File: src/rtl/data_reg_bank_pkg.sv
// Shared constants and types for the neuron-data register bank.
package data_reg_bank_pkg;

    localparam int DATA_W   = 32;
    localparam int NUM_REGS = 10;
    localparam int ADDR_W   = 4;

    typedef logic [DATA_W-1:0] data_t;

    // True when an address names one of the physical registers.
    function automatic logic addr_in_range(input logic [ADDR_W-1:0] addr);
        return (int'(addr) < NUM_REGS);
    endfunction

endpackage : data_reg_bank_pkg

File: src/rtl/data_reg_cell.sv
// One register of the bank: reset beats bulk load, bulk load beats the
// addressed load, otherwise the value is held.
module data_reg_cell
    import data_reg_bank_pkg::*;
#(
    parameter int WIDTH = DATA_W
) (
    input  logic             clk,
    input  logic             resetN,
    input  logic             loadAll,
    input  logic [WIDTH-1:0] allData,
    input  logic             loadSel,
    input  logic [WIDTH-1:0] selData,
    output logic [WIDTH-1:0] dataOut
);

    logic [WIDTH-1:0] data_q;
    logic [WIDTH-1:0] data_d;

    // Next-value select: bulk load has priority over the addressed write.
    always_comb begin
        data_d = data_q;
        if (loadAll) begin
            data_d = allData;
        end else if (loadSel) begin
            data_d = selData;
        end
    end

    // Storage with synchronous active-low clear that overrides any load.
    always_ff @(posedge clk) begin
        if (!resetN) begin
            data_q <= '0;
        end else begin
            data_q <= data_d;
        end
    end

    assign dataOut = data_q;

endmodule : data_reg_cell

File: src/rtl/data_reg_bank.sv
// Ten-entry register bank for neuron data. Port list keeps the legacy
// positional order (resetN last). This level only decodes the write address
// and wires ports to the ten register cells.
module data_reg_bank
    import data_reg_bank_pkg::*;
#(
    parameter int WIDTH = DATA_W
) (
    input  logic [WIDTH-1:0]  in0,
    input  logic [WIDTH-1:0]  in1,
    input  logic [WIDTH-1:0]  in2,
    input  logic [WIDTH-1:0]  in3,
    input  logic [WIDTH-1:0]  in4,
    input  logic [WIDTH-1:0]  in5,
    input  logic [WIDTH-1:0]  in6,
    input  logic [WIDTH-1:0]  in7,
    input  logic [WIDTH-1:0]  in8,
    input  logic [WIDTH-1:0]  in9,
    input  logic [WIDTH-1:0]  dataIn,
    input  logic [ADDR_W-1:0] address,
    input  logic              writeAddress,
    input  logic              writeAll,
    input  logic              clk,
    output logic [WIDTH-1:0]  out0,
    output logic [WIDTH-1:0]  out1,
    output logic [WIDTH-1:0]  out2,
    output logic [WIDTH-1:0]  out3,
    output logic [WIDTH-1:0]  out4,
    output logic [WIDTH-1:0]  out5,
    output logic [WIDTH-1:0]  out6,
    output logic [WIDTH-1:0]  out7,
    output logic [WIDTH-1:0]  out8,
    output logic [WIDTH-1:0]  out9,
    input  logic              resetN
);

    logic [WIDTH-1:0]    bulk_data [NUM_REGS];
    logic [WIDTH-1:0]    cell_q    [NUM_REGS];
    logic [NUM_REGS-1:0] load_sel;

    assign bulk_data[0] = in0;
    assign bulk_data[1] = in1;
    assign bulk_data[2] = in2;
    assign bulk_data[3] = in3;
    assign bulk_data[4] = in4;
    assign bulk_data[5] = in5;
    assign bulk_data[6] = in6;
    assign bulk_data[7] = in7;
    assign bulk_data[8] = in8;
    assign bulk_data[9] = in9;

    // Exact-match decode: addresses 10..15 select no cell, so such writes
    // are dropped rather than aliased onto a real register.
    generate
        for (genvar gi = 0; gi < NUM_REGS; gi++) begin : g_cell
            assign load_sel[gi] = writeAddress & (address == ADDR_W'(gi));

            data_reg_cell #(
                .WIDTH (WIDTH)
            ) u_cell (
                .clk     (clk),
                .resetN  (resetN),
                .loadAll (writeAll),
                .allData (bulk_data[gi]),
                .loadSel (load_sel[gi]),
                .selData (dataIn),
                .dataOut (cell_q[gi])
            );
        end
    endgenerate

    assign out0 = cell_q[0];
    assign out1 = cell_q[1];
    assign out2 = cell_q[2];
    assign out3 = cell_q[3];
    assign out4 = cell_q[4];
    assign out5 = cell_q[5];
    assign out6 = cell_q[6];
    assign out7 = cell_q[7];
    assign out8 = cell_q[8];
    assign out9 = cell_q[9];

endmodule : data_reg_bank

File: config.mk
export PLATFORM = sky130hd
export DESIGN_NAME = data_reg_bank
export DESIGN_NICKNAME = d
export VERILOG_FILES = /design/src/rtl/data_reg_bank_pkg.sv /design/src/rtl/data_reg_cell.sv /design/src/rtl/data_reg_bank.sv
export SDC_FILE = /design/constraint.sdc
export NUM_CORES = 1
export LEC_CHECK = 0
export BUFFER_PORTS_ARGS = -buffer_cell sky130_fd_sc_hd__buf_2
export CORE_AREA = 2 2 263 265
export CTS_BUF_LIST = sky130_fd_sc_hd__clkbuf_8
export DETAILED_ROUTE_END_ITERATION = 16
export DIE_AREA = 0 0 265 267
export PLACE_DENSITY = 0.49
export SLEW_MARGIN = 10
export SYNTH_ARGS = -nofsm -noshare
export SYNTH_HDL_FRONTEND = slang
export SYNTH_SLANG_ARGS = --single-unit
export TNS_END_PERCENT = 10
File: constraint.sdc
create_clock -name clk -period 1.1 [get_ports clk]
set_input_delay 0.055 -clock clk [delete_from_list [all_inputs] [get_ports clk]]
set_output_delay 0.055 -clock clk [all_outputs]
set_load 0.01 [all_outputs]
# Word-level counts from Yosys, hierarchy flattened

Cells that the tools add are included.

Flip-flop bits (word level): 320
Output and inout bits: 320
Logic and storage cells: 60

Equality and inequality tests: 9
Multiplexer cells: 20
Bitwise logic cells: 10
Reduce and logical (&&, ||, !) cells: 11

Operators by type and width:

| cell               | count |
|---|---|
| $mux 32            | 20 |
| $reduce_bool 2->1  | 10 |
| $eq 4x3->1 const B | 4 |
| $and 1x1->1        | 10 |
| $eq 4x2->1 const B | 2 |
| $eq 4x4->1 const B | 2 |
| $eq 4x1->1 const B | 1 |
| $logic_not 4->1    | 1 |

# Logic depth before layout (Yosys ltp)

Gate-level depths: netlist of run 1.

Depth after elaboration: 4
Gate-level depth with buffers: 6

# Hierarchy

Synthesis of run 1 repeated with hierarchy kept, for this count alone.

Cell total of the unflattened synthesis: 1,426
Area total of the unflattened synthesis: 17,865.9 µm²

By module, submodules not included:

| module        | times used | cells each | area an instance (µm²) | seq. area each (µm²) |
|---|---|---|---|---|
| data_reg_cell | 10         | 141        | 1,778.0                | 640.6 |
| data_reg_bank | 1          | 16         | 86.3                   | 0.0 |

# Worst setup path before layout of run 1

Ideal clock, no wire load.

Kind: input to register
From: input port address[0]
To: register g_cell[4].u_cell.data_q[11]
Setup time: 138 ps
Arrival: 960 ps
Setup slack: 3 ps
Stages on the path: 5
Path buffers: 2
Path through: buf_6 nor3b_4 a21o_1 clkbuf_1 a211oi_1

Longest elaborated chain between the ends: 3

RTL lines:

| what                        | RTL line            | source |
|---|---|---|
| start, declared             | data_reg_bank.sv:20 | `input logic [ADDR_W-1:0] address,` |
| $eq 4x3->1                  | data_reg_bank.sv:56 | `assign load_sel[gi] = writeAddress & (address == ADDR_W'(gi));` |
| $and 1x1->1                 | data_reg_bank.sv:56 |  |
| $reduce_bool 2->1 (no line) | --                  |  |
| end signal, assigned        | data_reg_cell.sv:35 | `data_q <= data_d;` |
| end, declared               | data_reg_cell.sv:17 | `logic [WIDTH-1:0] data_q;` |

No other way between the ends.
A chain may end at the register's enable or synchronous reset.

# Final worst setup path of run 1

From: register g_cell[3].u_cell.data_q[19]
To: output port out3[19]

RTL lines:

| what                   | RTL line            | source |
|---|---|---|
| start, declared        | data_reg_cell.sv:17 |  |
| start signal, assigned | data_reg_cell.sv:35 |  |
| end, declared          | data_reg_bank.sv:27 | `output logic [WIDTH-1:0] out3,` |

No word-level cell between the ends.

==> results.ini, run 1 <==
[layout]
largest_reg_flops = 320
final-instance-count-excl-fill = 3774
multi_input_area_sq_um = 7210
final_common_cell = a211oi_1
num-fill-cells = 6331
final_layout_size_suffix_gt1_share_pct = 48.5
seqCellArea_sq_um = 6830
final_cell_mix = 604 x a211oi_1, 511 x dlygate4sd3_1, 358 x buf_2
syn_to_final_growth_pct = 107
final_nets = 3185

[timing]
slew_viol_final = 0
slew-limit-headroom_pct = 75.2
rsz0062_at_grt = yes
finalHoldViolations = 0
holdWs_ps = 39.0
period_share_pct = 110
period_minus_slack_ps = 1210
worstMarginPinSlew_ps = 369
finalSetupViolCount = 340
finalClockSkew_ps = 0
tns_ps = -17320
finalWorstSetupSlack_ps = -113
fmax_mhz = 824

[power_and_ir_drop]
peakVddDrop_v = 0.000746
seq_power_share_pct = 37.9
leakage_uw = 0.0122
power.density_nw_per_um2 = 1180
combPwrFrac_pct = 28.9
netSwitchingPower_uw = 11100
p_clk_share_pct = 33.2
p_sw_share_pct = 31.2
p_int_uw = 24400

[floorplan]
fp.dieH_um = 267
fp.dieW_um = 265
design.die.area_sq_um = 70800
start_util_pct = 21.4
ios = 680
rows = 96
core_sq_um = 68000

[critical_path]
crit_family = flip-flops
crit_path_max_incr_delay_ps = 370
crit_chain = buf_6
rr_endpoint = g_cell[0].u_cell.dataOut[7]
required_ps = 1040
rr_startpoint = g_cell[0].u_cell.dataOut[7]
worstSetupStartpointType = flip-flop
reg2reg_slack_ps = 180
worst_ep_arrival_time_ps = 1160
crit_fanout = 2
crit_type = flip-flop to output pin
critPathCaptureType = output pin
reg2regPathDepth = 3
critical_path_buf_inv_count = 1
crit_path_top_delay_cell = dfxtp_4

[min_path]
worstHoldStart = writeAll
min_to = g_cell[4].u_cell.dataOut[5]
holdCritPathClass = primary input to flip-flop
hold_depth = 4

[synth]
synth_area_per_cell_sq_um = 9.22
synth_ff_type = dfxtp_1
async_reset_ff_share_pct = 0
synthCells = 1576
synth_edf_count = 0
synth-warning-count = 0
ys_ff_latch = 320
syn_area_sq_um = 14500
synth.distinct_cells = 22
synthesis.nets = 1936
yosysSeqAreaShare_pct = 44.1

[detailed_routing]
drt-pass1-iter-count = 6
post_drt_via_cell_ratio = 5.35
wl_um = 95000
first_iter_violations = 1739
vias = 20200
drtAntennaViolNets = 0
wl_per_cell_um = 25.2
drc_errors = 0

[clocking]
cts_root_buf = clkbuf_8
clk_pin_slew_ps = 70
cts_sinks = 320
cts_tree = built
cts_buffers = 59
worstSkewPairLatency_ps = 640
max-clock-path-buffers = 3
htree_levels = 2

[job]
max-cap-violations = 0

[global_routing]
grt_overflow = 0
grt_usage_pct = 25.1
grt_pass1_vias = 20400
antenna_found_initial = 22
grt_max_degree = 65
grt_pass1_wl_um = 133000

[placed_design]
port_buffers = 679
finalWeightedCongestion = 0.876
dp_cells = 3117
dp_hpwl_um = 64200
pre_cts_ws_ps = -370

[outcome]
status = finished with violations
violations = negative setup slack

-- power by group through the flow --
| stage | sequential [uW] | clock, uW | combinational (uW) |
|---|---|---|---|
| final | 13500 | 11800 | 10200 |
| after global routing | 13500 | 12500 | 10700 |
| after CTS | 13400 | 11900 | 9870 |
| after detailed placement | 13300 | 0 | 7140 |
| after global placement | 13200 | 0 | 7070 |
| after floorplan | 13600 | 0 | 2710 |
-- through the flow --
step	utilization (%)	area [sq um]	power, uW
2_1_floorplan	-	14500	16300
3_3_place_gp	30.8	21000	20300
3_5_place_dp	30.8	21000	20400
4_1_cts	43.8	29800	35200
5_1_grt	44.3	30100	36800
6_report	44.3	30100	35500
-- final cells by class --
class	count	share of cell area (%)
diodes	22	0.183
clock buffers	73	3.34
clock inverters	33	0.561
inverters	2	0.0499
multi-input cells	1011	23.9
flip-flops and latches	320	22.7
well taps	882	3.67
repair buffers	1431	45.6
-- synthesized netlist by cell type (2+ instances only) --
master,count,area (sq um)
buf_1,2,7.51
a21oi_1,320,1600
a211oi_1,640,4800
clkbuf_8,6,82.6
clkbuf_1,53,199
buf_6,15,169
dfxtp_1,320,6410
a21o_1,10,75.1
buf_2,145,726
nor2b_1,33,206
buf_4,21,158
-- per-layer routing --
metal,vias to the layer above,track usage (%),part of all wire (%)
met4,4,18.0,7.7
li1,8757,-,-
met2,1287,40.6,46
met3,399,6.35,8.3
met5,-,0,0.031
met1,9755,28.9,38
-- worst max-delay path by stage --
stage	start	slack [ps]	to	cells past startpoint
floorplan	address[0]	3	g_cell[4].u_cell.dataOut[11]	5
global placement	address[3]	-320	g_cell[2].u_cell.dataOut[24]	6
detailed placement	address[3]	-370	g_cell[3].u_cell.dataOut[4]	6
CTS	g_cell[3].u_cell.dataOut[19]	-190	out3[19]	1
global route	g_cell[3].u_cell.dataOut[19]	-180	out3[19]	1
finish	g_cell[3].u_cell.dataOut[19]	-110	out3[19]	1
-- logic make-up (layout without fill, tap and decap cells) --
family / after synthesis / count (layout) / share of synthesized area, %
compound gates: 970 / 970 / 44.6
simple gates: 41 / 41 / 1.97
other cells: 0 / 22 / 0
flops: 320 / 320 / 44.1
buf+inv: 245 / 1539 / 9.32
-- repair_timing --
action / CTS / global route
hold buffers: 516 / 3
setup endpoints to repair: 320 / 475
pin swaps: 0 / 5
resized for setup: 696 / 50
setup buffers: 6 / 4
endpoints found under the hold margin: 320 / 3
Power figures use the tool's default switching activity.
==> run 2, diff against run 1 <==
--- a/config.mk
+++ b/config.mk
@@ -10,7 +10,7 @@
 export CTS_BUF_LIST = sky130_fd_sc_hd__clkbuf_8
 export DETAILED_ROUTE_END_ITERATION = 16
 export DIE_AREA = 0 0 265 267
-export PLACE_DENSITY = 0.49
+export PLACE_DENSITY = 0.44
 export SLEW_MARGIN = 10
 export SYNTH_ARGS = -nofsm -noshare
 export SYNTH_HDL_FRONTEND = slang
==> run 2 against run 1 <==
  * The flow still finishes with violations (negative setup slack)
  * Critical path depth unchanged
  * Maximum frequency increased by 0.50%
  * Worst setup slack improved by 6.0 ps
  * First-iteration DRC count unchanged
  * Non-clock buffer count decreased by 72
  * Highest routed layer unchanged
  * Largest power group unchanged
==> results.ini, run 2 (synthesis results as in run 1) <==
[layout]
num-fill-cells = 6516  ; +2.9%
multi_input_area_sq_um = 7110  ; -1.4%
largest_reg_flops = 320  ; unchanged
seqCellArea_sq_um = 6830  ; unchanged
syn_to_final_growth_pct = 102
final_common_cell = a211oi_1
final_layout_size_suffix_gt1_share_pct = 49.7  ; +1.2 points
final_cell_mix = 616 x a211oi_1, 430 x dlygate4sd3_1, 358 x buf_2
final_nets = 3115  ; -2.2%

[global_routing]
grt_pass1_vias = 19600  ; -3.9%
grt_overflow = 0  ; unchanged
grt_usage_pct = 25.2  ; +0.11 points
antenna_found_initial = 19  ; -14%
grt_max_degree = 39  ; -40%
grt_pass1_wl_um = 133000  ; -0.26%

[min_path]
holdCritPathClass = primary input to flip-flop

[detailed_routing]
drtAntennaViolNets = 0  ; unchanged
drc_errors = 0  ; unchanged
wl_per_cell_um = 25.5  ; +1.5%
wl_um = 94300  ; -0.70%
vias = 19400  ; -3.9%
first_iter_violations = 1739  ; unchanged
drt-pass1-iter-count = 5  ; -1
post_drt_via_cell_ratio = 5.26  ; -1.8%

[floorplan]
fp.dieH_um = 267  ; unchanged
core_sq_um = 68000  ; unchanged
fp.dieW_um = 265  ; unchanged
design.die.area_sq_um = 70800  ; unchanged
start_util_pct = 21.4  ; unchanged
ios = 680  ; unchanged
rows = 96  ; unchanged

[timing]
slew_viol_final = 0  ; unchanged
tns_ps = -18060  ; -738 ps
fmax_mhz = 829  ; +0.50%
finalWorstSetupSlack_ps = -107  ; +6.04 ps
finalClockSkew_ps = 0  ; unchanged
holdWs_ps = 8.09  ; -30.9 ps
finalSetupViolCount = 336  ; -1.2%
period_share_pct = 110  ; -0.55 points
period_minus_slack_ps = 1210  ; -6.04 ps
finalHoldViolations = 0  ; unchanged
worstMarginPinSlew_ps = 486  ; +116 ps
rsz0062_at_grt = yes
slew-limit-headroom_pct = 67.5  ; -7.7 points

[clocking]
cts_root_buf = clkbuf_8
max-clock-path-buffers = 3  ; unchanged
cts_buffers = 61  ; +3.4%
htree_levels = 2  ; unchanged
cts_sinks = 320  ; unchanged
worstSkewPairLatency_ps = 630  ; about the same
cts_tree = built
clk_pin_slew_ps = 70  ; about the same

[critical_path]
worst_ep_arrival_time_ps = 1150  ; about the same
crit_type = flip-flop to output pin
critPathCaptureType = output pin
worstSetupStartpointType = flip-flop
crit_path_max_incr_delay_ps = 370  ; about the same
crit_chain = buf_6
critical_path_buf_inv_count = 1  ; unchanged
crit_family = flip-flops
crit_path_top_delay_cell = dfxtp_2
reg2reg_slack_ps = 210  ; +30 ps
crit_fanout = 2  ; unchanged
required_ps = 1040  ; about the same

[placed_design]
port_buffers = 679  ; unchanged
finalWeightedCongestion = 0.869  ; -0.86%
dp_hpwl_um = 65700  ; +2.3%

[power_and_ir_drop]
leakage_uw = 0.0120  ; -1.9%
power.density_nw_per_um2 = 1220  ; +3.7%
peakVddDrop_v = 0.000789  ; +5.8%

[outcome]
violations = negative setup slack
status = finished with violations

[job]
max-cap-violations = 0  ; unchanged

-- run 2: path summary, 6_finish.rpt --
check,from,to,depth (start not counted)
min,dataIn[1],g_cell[4].u_cell.dataOut[1],5
max,g_cell[9].u_cell.dataOut[24],out9[24],1
max reg2reg,g_cell[4].u_cell.dataOut[0],g_cell[4].u_cell.dataOut[0],3
min reg2reg,g_cell[6].u_cell.dataOut[21],g_cell[6].u_cell.dataOut[21],2
-- run 2: power breakdown --
part	switching, uW	internal, uW	total [uW]
sequential	769	12700	13500
combinational	4550	5270	9820
clock	5600	6940	12500
total	10900	24900	35800
-- run 2: per-stage QoR --
step                      total power (uW)  instance area, sq um  cells  utilization [%]  setup slack, ps
after detailed placement             20400                 20800   3120             30.6             -480
after global placement               20300                 20800   3120             30.6             -460
after CTS                            35700                 28900   3671             42.6             -174
after floorplan                      16300                 14500   1576                -             2.58
final                                35800                 29300   3693             43.1             -107
after global routing                 37200                 29300   3691             43.1             -163
-- run 2: repair_timing --
action                                  4_1_cts  5_1_grt
cloned                                        0        1
endpoints found under the setup margin      320      415
resized for setup                           714       43
pin swaps                                     0        2
setup buffers                                 3        9
hold buffers                                439        2
hold endpoints to repair                    320        2
-- run 2: cell type report --
class	instances	share of cell area [%]
clock buffer	80	3.76
sequential	320	23.3
clock inverter	29	0.637
tap	882	3.77
inverter	2	0.0513
antenna	10	0.0855
multi-input combinational	1011	24.3
timing repair buffer	1359	44.1
-- run 2: worst register-to-register path, stage by stage (launching register included) --
cell and delay [ps]:
dfxtp_2 330, buf_4 130, a211oi_1 240, a211oi_2 70
-- run 2: routing by layer --
metal,global-route usage (%),part of all wire [%],vias up
li1,-,-,8599
met1,32.5,41,9457
met2,40.1,46,1105
met3,5.25,7.5,258
met4,12.3,4.9,2
met5,0,0.014,-
